$ cat src/rtl/wb_pkg.sv
// Shared types and helpers for the registered write-back stage.
// Optional feature macro used by wb_stage: WB_FWD_EN (adds bypass outputs).
package wb_pkg;

  typedef enum logic [1:0] {
    WB_ALU = 2'd0,
    WB_MEM = 2'd1,
    WB_PC4 = 2'd2,
    WB_IMM = 2'd3
  } wb_sel_e;

  typedef enum logic [2:0] {
    LD_B  = 3'd0,
    LD_H  = 3'd1,
    LD_W  = 3'd2,
    LD_D  = 3'd3,
    LD_BU = 3'd4,
    LD_HU = 3'd5,
    LD_WU = 3'd6
  } ld_type_e;

  // Access size codes: byte, half, word, dword
  localparam logic [1:0] SZ_B = 2'd0;
  localparam logic [1:0] SZ_H = 2'd1;
  localparam logic [1:0] SZ_W = 2'd2;
  localparam logic [1:0] SZ_D = 2'd3;

  // Offset bits that must be zero for a naturally aligned access of this size
  function automatic logic [2:0] f_size_mask(input logic [1:0] size);
    logic [2:0] m;
    case (size)
      SZ_B:    m = 3'b000;
      SZ_H:    m = 3'b001;
      SZ_W:    m = 3'b011;
      default: m = 3'b111;
    endcase
    return m;
  endfunction

  function automatic logic f_misaligned(input logic [1:0] size, input logic [2:0] ofs);
    return |(ofs & f_size_mask(size));
  endfunction

endpackage

$ cat src/rtl/wb_load_align.sv
// Combinational load data alignment: picks the addressed byte/half/word/dword
// out of the raw memory word and sign- or zero-extends it to XLEN.
module wb_load_align
  import wb_pkg::*;
#(
  parameter int XLEN = 32
) (
  input  logic [XLEN-1:0]             i_mem_data,
  input  logic [$clog2(XLEN/8)-1:0]   i_ofs,
  input  logic [2:0]                  i_ld_type,
  output logic [XLEN-1:0]             o_data,
  output logic                        o_misalign
);

  localparam int OW = $clog2(XLEN/8);

  logic [1:0]      w_size;
  logic            w_unsigned;
  logic [2:0]      w_ofs3;
  logic [2:0]      w_mask;
  logic [OW-1:0]   w_aofs;
  logic [XLEN-1:0] w_shifted;

  // Decode load type into access size and extension; dword/WU fall back to LW on RV32
  always_comb begin
    w_size     = SZ_W;
    w_unsigned = 1'b0;
    case (i_ld_type)
      LD_B:    w_size = SZ_B;
      LD_H:    w_size = SZ_H;
      LD_W:    w_size = SZ_W;
      LD_D:    w_size = (XLEN == 64) ? SZ_D : SZ_W;
      LD_BU:   begin w_size = SZ_B; w_unsigned = 1'b1; end
      LD_HU:   begin w_size = SZ_H; w_unsigned = 1'b1; end
      LD_WU:   begin w_size = SZ_W; w_unsigned = (XLEN == 64); end
      default: w_size = SZ_W;
    endcase
  end

  // Lane select: round the offset down to the access size and shift that lane to bit 0
  always_comb begin
    w_ofs3     = 3'(i_ofs);
    w_mask     = f_size_mask(w_size);
    w_aofs     = OW'(w_ofs3 & ~w_mask);
    w_shifted  = i_mem_data >> {w_aofs, 3'b000};
    o_misalign = f_misaligned(w_size, w_ofs3);
  end

  // Extension of the selected lane to full width
  always_comb begin
    o_data = w_shifted;
    case (w_size)
      SZ_B: o_data = w_unsigned ? XLEN'(w_shifted[7:0])  : XLEN'($signed(w_shifted[7:0]));
      SZ_H: o_data = w_unsigned ? XLEN'(w_shifted[15:0]) : XLEN'($signed(w_shifted[15:0]));
      SZ_W: o_data = w_unsigned ? XLEN'(w_shifted[31:0]) : XLEN'($signed(w_shifted[31:0]));
      default: o_data = w_shifted;
    endcase
  end

endmodule

$ cat src/rtl/wb_stage.sv
// Registered write-back stage: result select, load alignment, one-entry output
// register toward the register-file write port, and retired-instruction counter.
// Optional macro WB_FWD_EN adds fwd_valid/fwd_rd/fwd_data bypass outputs.
module wb_stage
  import wb_pkg::*;
#(
  parameter int XLEN = 32,
  parameter int NREG = 32,
  parameter int CNTW = 64
) (
  input  logic                     clk,
  input  logic                     rst_n,
  input  logic                     in_valid,
  output logic                     in_ready,
  input  logic [$clog2(NREG)-1:0]  in_rd,
  input  logic                     in_we,
  input  logic [1:0]               in_wb_sel,
  input  logic [2:0]               in_ld_type,
  input  logic [XLEN-1:0]          in_alu_result,
  input  logic [XLEN-1:0]          in_mem_data,
  input  logic [XLEN-1:0]          in_pc4,
  input  logic [XLEN-1:0]          in_imm,
  output logic                     rf_we,
  output logic [$clog2(NREG)-1:0]  rf_waddr,
  output logic [XLEN-1:0]          rf_wdata,
  input  logic                     rf_wready,
  output logic                     wb_err,
`ifdef WB_FWD_EN
  output logic                     fwd_valid,
  output logic [$clog2(NREG)-1:0]  fwd_rd,
  output logic [XLEN-1:0]          fwd_data,
`endif
  output logic [CNTW-1:0]          instret
);

  localparam int AW = $clog2(NREG);
  localparam int OW = $clog2(XLEN/8);

  logic            r_out_valid;
  logic            r_rf_we;
  logic            r_err;
  logic [AW-1:0]   r_waddr;
  logic [XLEN-1:0] r_wdata;
  logic [CNTW-1:0] r_instret;

  logic            w_accept;
  logic            w_retire;
  logic [XLEN-1:0] w_ld_data;
  logic            w_ld_mis;
  logic [XLEN-1:0] w_sel_data;
  logic            w_err_next;
  logic            w_we_next;

  wb_load_align #(.XLEN(XLEN)) u_align (
    .i_mem_data (in_mem_data),
    .i_ofs      (in_alu_result[OW-1:0]),
    .i_ld_type  (in_ld_type),
    .o_data     (w_ld_data),
    .o_misalign (w_ld_mis)
  );

  assign in_ready = !r_out_valid | rf_wready;
  assign w_accept = in_valid & in_ready;
  assign w_retire = r_out_valid & rf_wready;

  // Result source select and write-enable qualification ahead of the output register
  always_comb begin
    w_sel_data = in_alu_result;
    case (in_wb_sel)
      WB_ALU:  w_sel_data = in_alu_result;
      WB_MEM:  w_sel_data = w_ld_data;
      WB_PC4:  w_sel_data = in_pc4;
      default: w_sel_data = in_imm;
    endcase
    w_err_next = (in_wb_sel == WB_MEM) & w_ld_mis;
    w_we_next  = in_we & (in_rd != '0) & !w_err_next;
  end

  // Output-register control: load on accept, empty on retire-only, count retirements
  always_ff @(posedge clk or negedge rst_n) begin
    if (!rst_n) begin
      r_out_valid <= 1'b0;
      r_rf_we     <= 1'b0;
      r_err       <= 1'b0;
      r_instret   <= '0;
    end else begin
      if (w_accept) begin
        r_out_valid <= 1'b1;
        r_rf_we     <= w_we_next;
        r_err       <= w_err_next;
      end else if (w_retire) begin
        r_out_valid <= 1'b0;
        r_rf_we     <= 1'b0;
        r_err       <= 1'b0;
      end
      if (w_retire) r_instret <= r_instret + CNTW'(1);
    end
  end

  // Output-register payload: misaligned loads carry zero data
  always_ff @(posedge clk or negedge rst_n) begin
    if (!rst_n) begin
      r_waddr <= '0;
      r_wdata <= '0;
    end else if (w_accept) begin
      r_waddr <= in_rd;
      r_wdata <= w_err_next ? '0 : w_sel_data;
    end
  end

  assign rf_we    = r_rf_we;
  assign rf_waddr = r_waddr;
  assign rf_wdata = r_wdata;
  assign wb_err   = r_err;
  assign instret  = r_instret;

`ifdef WB_FWD_EN
  assign fwd_valid = r_rf_we;
  assign fwd_rd    = r_waddr;
  assign fwd_data  = r_wdata;
`endif

endmodule

$ cat config.mk
export PLATFORM = sky130hd
export DESIGN_NAME = wb_stage
export DESIGN_NICKNAME = d
export VERILOG_FILES = /design/src/rtl/wb_pkg.sv /design/src/rtl/wb_load_align.sv /design/src/rtl/wb_stage.sv
export SDC_FILE = /design/constraint.sdc
export NUM_CORES = 1
export LEC_CHECK = 0
export CORE_MARGIN = 2
export CORE_UTILIZATION = 47
export DETAILED_ROUTE_END_ITERATION = 16
export GPL_TIMING_DRIVEN = 0
export HOLD_SLACK_MARGIN = 0.1
export PLACE_DENSITY = 0.86
export SYNTH_ARGS = -nofsm -noshare
export SYNTH_HDL_FRONTEND = slang
export SYNTH_SLANG_ARGS = --single-unit
$ cat constraint.sdc
create_clock -name clk -period 4.2 [get_ports clk]
set_input_delay 0.84 -clock clk [delete_from_list [all_inputs] [get_ports clk]]
set_output_delay 0.84 -clock clk [all_outputs]
set_load 0.02 [all_outputs]
# Yosys cells after proc, flatten, opt, wreduce, memory -nomap -nowiden

Index checks and enable logic that the tools add are counted.
W data, S select, Z words.

Memory bits (read-only): 0
Bits of input ports: 143
Memories: 0
RAM bits: 0
Bits in latches: 0
Flip-flop bits (word level): 104
Output and inout bits: 104

Bitwise operators: 9
Mux-type cells: 12
Shift operators: 1
Add/sub/neg operators: 1
Div/mod/pow operators: 0
Order comparisons: 0
Equal/unequal tests: 7
Reductions and logical operators: 11
Multiply operators: 0

Operator list:

| cell                    | count |
|---|---|
| $mux W32                | 3 |
| $pmux W32 S3            | 1 |
| $add A64 B1 Y64 const B | 1 |
| $pmux W32 S2            | 1 |
| $shr A32 B5 Y32         | 1 |
| $pmux W3 S3             | 1 |
| $eq A3 B3 Y1 const B    | 2 |
| $reduce_or A2 Y1        | 3 |
| $and A1 B1 Y1           | 5 |
| $mux W1                 | 5 |
| $reduce_bool A5 Y1      | 1 |
| $eq A2 B1 Y1 const B    | 2 |
| $eq A2 B2 Y1 const B    | 2 |
| $logic_not A2 Y1        | 2 |
| $pmux W2 S2             | 1 |
| $and A2 B3 Y3           | 1 |
| $eq A3 B1 Y1 const B    | 1 |
| $logic_not A3 Y1        | 1 |
| $reduce_or A3 Y1        | 1 |
| $and A2 B2 Y2           | 1 |
| $logic_not A1 Y1        | 2 |
| $not A2 Y2              | 1 |
| $reduce_bool A2 Y1      | 1 |
| $or A1 B1 Y1            | 1 |

# Logic depth before layout (Yosys ltp)

Word-level depth: 12
Gate-level depth with buffers: 8
Mapped depth without buffers: 6

# Hierarchy

A second synthesis with hierarchy kept.

Cell total of the unflattened synthesis: 636
Area total of the unflattened synthesis: 6110.9 sq um

Modules (own cells, without submodules):

| module        | times used | cells an instance | sequential area each (sq um) | area an instance (sq um) |
|---|---|---|---|---|
| wb_stage      | 1          | 547               | 2602.5                       | 5425.2 |
| wb_load_align | 1          | 89                | 0.0                          | 685.7 |

# Worst setup path before layout

No wires, ideal clock.

Path type: input -> register
Start: input in_ld_type[1]
End: register r_wdata[21], in the netlist rf_wdata[21]
Setup slack: 1.764 ns
Stages on the path: 8
Buffers on the path: 3
Data arrival time: 2.299 ns
Required time: 4.062 ns
Library setup time: 0.138 ns
Path through: buf_6 or3b_1 buf_6 nor3_4 nor3_2 o311ai_4 buf_6 o221ai_2

Longest elaborated chain between the ends: 12
Elaborated cells on any way between the ends: 24

RTL lines:

| item                                 | line                                     | source |
|---|---|---|
| from (decl)                          | wb_stage.sv:18                           | `input logic [2:0] in_ld_type,` |
| $eq A3 B1 Y1 (tied with other cells) | wb_load_align.sv:28                      | `case (i_ld_type)` |
| $reduce_or A2 Y1 (no line)           | --                                       |  |
| $pmux W2 S2                          | wb_load_align.sv:28                      |  |
| $eq A2 B2 Y1 (tied with other cells) | --                                       |  |
| $pmux W3 S3                          | wb_pkg.sv:31                             | `case (size)` |
| $not A2 Y2                           | wb_load_align.sv:44                      | `w_aofs = OW'(w_ofs3 & ~w_mask);` |
| $and A2 B2 Y2                        | wb_load_align.sv:44                      |  |
| $shr A32 B5 Y32                      | wb_load_align.sv:45                      | `w_shifted = i_mem_data >> {w_aofs, 3'b000};` |
| $mux W32, on equally long branches   | wb_load_align.sv:54, wb_load_align.sv:53 |  |
| $pmux W32 S2                         | wb_load_align.sv:52                      | `case (w_size)` |
| $pmux W32 S3                         | wb_stage.sv:69                           | `case (in_wb_sel)` |
| $mux W32 *                           | wb_stage.sv:107                          | `r_wdata <= w_err_next ? '0 : w_sel_data;` |
| to (signal assigned)                 | wb_stage.sv:107                          |  |
| to (decl)                            | wb_stage.sv:43                           | `logic [XLEN-1:0] r_wdata;` |

Mark *: on every way between the ends. The rest lies on a longest branch, timed or not.
A chain may end at the register's enable or synchronous reset.

# Worst setup path after layout

Start: input rf_wready
End: output in_ready

Longest elaborated chain between the ends: 1

RTL lines:

| item         | line           | source |
|---|---|---|
| from (decl)  | wb_stage.sv:26 | `input logic rf_wready,` |
| $or A1 B1 Y1 | wb_stage.sv:62 | `assign in_ready = !r_out_valid \| rf_wready;` |
| to (decl)    | wb_stage.sv:14 | `output logic in_ready,` |

No other way between the ends.

==> out/qor.json <==
{
  "cts_root_buf": {"value": "sky130_fd_sc_hd__clkbuf_16"},
  "finalClockSkew": {"value": 6.34, "unit": "ps"},
  "grt_pass1_vias": {"value": 6106},
  "synth-async-reset-ratio": {"value": 1.00},
  "wirelength": {"value": 20800, "unit": "um"},
  "cts_max_path_buffers": {"value": 2},
  "hold_path_class": {"value": "in2async"},
  "powerDensity": {"value": 312, "unit": "mW/mm2"},
  "core-area": {"value": 0.0127, "unit": "mm2"},
  "timing.rr.start": {"value": "instret[3]$_DFFE_PN0P_"},
  "setup_viol": {"value": 0},
  "syn_area": {"value": 0.00610, "unit": "mm2"},
  "synth_enable_flop_cells": {"value": 0},
  "power_frac_comb": {"value": 0.274},
  "worstSetupEndpointType": {"value": "output port"},
  "area_growth": {"value": 49.0, "unit": "%"},
  "global_route.usage.total": {"value": 0.301},
  "firstDrtPassIters": {"value": 8},
  "num_antenna_cells": {"value": 0},
  "status": {"value": "finished clean"},
  "r2r_setup_slack": {"value": 1960, "unit": "ps"},
  "detail_route.iter0.violations": {"value": 462},
  "yosys_register_bits": {"value": 104},
  "postLayoutSetupSlackWorst": {"value": 1030, "unit": "ps"},
  "clock_insertion_delay_worst_skew": {"value": 360, "unit": "ps"},
  "standard_cell_area_after_detailed_placement": {"value": 0.00878, "unit": "mm2"},
  "slew_headroom": {"value": 0.448},
  "pin_count": {"value": 247},
  "route.vias.total": {"value": 6076},
  "power_share_of_the_clock_group": {"value": 0.313},
  "count_of_pins_over_their_slew_limit": {"value": 0},
  "initial_utilization": {"value": 0.482},
  "rd_place_congestion": {"value": 0.991},
  "utilization": {"value": 0.717},
  "wire_length_of_the_first_global_routing_pass": {"value": 33000, "unit": "um"},
  "fin_crit_sh": {"value": 0.754},
  "most_frequent_cells_in_the_layout": {"value": "242 x sky130_fd_sc_hd__clkdlybuf4s50_1, 104 x sky130_fd_sc_hd__dfrtp_1, 77 x sky130_fd_sc_hd__nand2_1"},
  "filler_cell_count_in_the_final_layout": {"value": 938},
  "drtAntennaViolNets": {"value": 0},
  "cts_buffers": {"value": 9},
  "crit_fanout": {"value": 7},
  "maximum_number_of_pins_on_one_net_before_global_route_repair": {"value": 75},
  "htreeDepth": {"value": 3},
  "critical_path_required": {"value": 3360, "unit": "ps"},
  "cts_tree": {"value": "yes"},
  "die_width": {"value": 118, "unit": "um"},
  "layout.nets": {"value": 1010},
  "layout.cells.most_common": {"value": "sky130_fd_sc_hd__clkdlybuf4s50_1"},
  "yosysSeqAreaShare": {"value": 0.426},
  "finalWorstPathRequiredPeriod": {"value": 3170, "unit": "ps"},
  "cp.arrival": {"value": 2330, "unit": "ps"},
  "worst_setup_path_start_kind": {"value": "primary input"},
  "port_buf_inserts": {"value": 243},
  "gates_resized_cts_repair": {"value": 0},
  "achievable-frequency": {"value": 316, "unit": "MHz"},
  "power.share.sequential": {"value": 0.413},
  "via_per_inst": {"value": 5.83},
  "placement.setup.worst_slack": {"value": 1000, "unit": "ps"},
  "post-dp-hpwl": {"value": 16100, "unit": "um"},
  "post_synth.cell_area_avg": {"value": 9.99, "unit": "um2"},
  "dieHeight": {"value": 118, "unit": "um"},
  "grt_remaining_overflow": {"value": 0},
  "wl_per_cell": {"value": 19.9, "unit": "um"},
  "synth_cell_types": {"value": 65},
  "post-cts-setup-buffer-count": {"value": 0},
  "power.ir.vdd_worst": {"value": 307, "unit": "uV"},
  "worstSetupPathType": {"value": "in2out"},
  "synth_ff_type": {"value": "sky130_fd_sc_hd__dfrtp_1"},
  "tightestPinTransition": {"value": 827, "unit": "ps"},
  "rr_worst_depth": {"value": 5},
  "grt_antenna_before_repair": {"value": 0},
  "cap_violations": {"value": 0},
  "rsz0062_at_grt": {"value": "no"},
  "drive_above_1_share": {"value": 0.0850},
  "clock_sink_count": {"value": 104},
  "cell_internal_pwr": {"value": 1.98, "unit": "mW"},
  "clkTransAtPathRegs": {"value": 70, "unit": "ps"},
  "design.die.area": {"value": 0.0139, "unit": "mm2"},
  "post_cts_hold_buffer_count": {"value": 0},
  "total_leakage_power": {"value": 3.83, "unit": "nW"},
  "detail_route.drc_violations": {"value": 0},
  "floorplan.rows": {"value": 41},
  "post_synthesis_cells": {"value": 611},
  "final_design_area_no_fill": {"value": 0.00909, "unit": "mm2"},
  "reported_net_switching_power": {"value": 0.861, "unit": "mW"},
  "synth.net_count": {"value": 755},
  "netSwitchingFraction": {"value": 0.303},
  "crit-reg2reg-capture": {"value": "instret[39]$_DFFE_PN0P_"},
  "final-hold-violation-count": {"value": 0},
  "yosys_warnings": {"value": 0}
}
-- worst max-delay path, stage by stage --
cell and delay, ps:
sky130_fd_sc_hd__clkdlybuf4s50_1 530, sky130_fd_sc_hd__nor2b_1 270, sky130_fd_sc_hd__inv_1 120, sky130_fd_sc_hd__clkdlybuf4s50_1 570
-- logic make-up after synthesis --
kind of cell,count (synthesis),share of synthesized area
muxes,38,0.0824
AOI/OAI and AO/OA,110,0.131
xor gates and xnor gates,63,0.0904
and+or+nand+nor,250,0.222
adders and majority gates,1,0.00205
DFF,104,0.426
buffers and inverters,45,0.0459
-- metrics by stage --
stage               power [mW]  instances  hold WS (ps)  TNS [ps]
finish                    2.84       1043           427         0
global route              2.95       1043           456         0
CTS                       2.85       1043           444         0
detailed placement        1.96       1027           461         0
global placement          1.93       1026           454   -164060
floorplan                 1.52        611           513         0
-- cells in the mapped netlist, types with 9 or more instances --
master	instances	area share
sky130_fd_sc_hd__nor2_1	49	0.030
sky130_fd_sc_hd__nor4_1	14	0.014
sky130_fd_sc_hd__a21oi_1	41	0.034
sky130_fd_sc_hd__dfrtp_1	104	0.43
sky130_fd_sc_hd__clkbuf_1	12	0.0074
sky130_fd_sc_hd__inv_1	12	0.0074
sky130_fd_sc_hd__o221ai_2	10	0.025
sky130_fd_sc_hd__xnor2_1	33	0.047
sky130_fd_sc_hd__xor2_1	30	0.043
sky130_fd_sc_hd__nand4_1	13	0.013
sky130_fd_sc_hd__nor3_1	18	0.015
sky130_fd_sc_hd__nor2b_1	9	0.0092
sky130_fd_sc_hd__nand2_1	77	0.047
sky130_fd_sc_hd__nand3_1	17	0.014
sky130_fd_sc_hd__o22ai_1	17	0.017
sky130_fd_sc_hd__or3_1	10	0.010
sky130_fd_sc_hd__o21ai_0	11	0.0090
sky130_fd_sc_hd__mux2i_1	24	0.039
-- per-layer routing --
layer	up-vias	global-route usage	part of all wire
li1	2739	-	-
met1	2964	0.385	0.40
met2	319	0.498	0.49
met3	54	0.0780	0.080
met4	0	0.100	0.030
met5	-	0	0
-- worst max-delay path by stage --
stage | endpoint | from | slack [ps]
5_1_grt | in_ready | rf_wready | 930
6_report | in_ready | rf_wready | 1030
3_5_place_dp | rf_wdata[25]$_DFFE_PN0P_ | in_ld_type[0] | 1000
4_1_cts | in_ready | rf_wready | 1030
3_3_place_gp | instret[12]$_DFFE_PN0P_ | rst_n | -1590
2_1_floorplan | rf_wdata[21]$_DFFE_PN0P_ | in_ld_type[1] | 1760
-- state kept, by name (all words and copies together) (netlist names) --
name         flops
instret         64
r_out_valid      1
rf_waddr         5
rf_wdata        32
rf_we            1
wb_err           1
-- power by group through the flow --
stage,sequential [mW],combinational [mW],clock (mW)
after floorplan,1.28,0.242,0
after CTS,1.17,0.776,0.902
after global routing,1.18,0.822,0.946
final,1.17,0.777,0.889
after detailed placement,1.19,0.771,0
after global placement,1.18,0.751,0
-- cell type report --
class                   count  area, um2  share of cell area
multi-input cells         462       3220               0.354
repair buffers            244       2460               0.270
plain buffers              32        231              0.0255
clock inverters             6       76.3             0.00840
well taps                 172        215              0.0237
flip-flops and latches    104       2600               0.286
clock buffers              10        239              0.0263
inverters                  13       48.8             0.00537
Note: power is estimated with default switching activity, not from simulation.
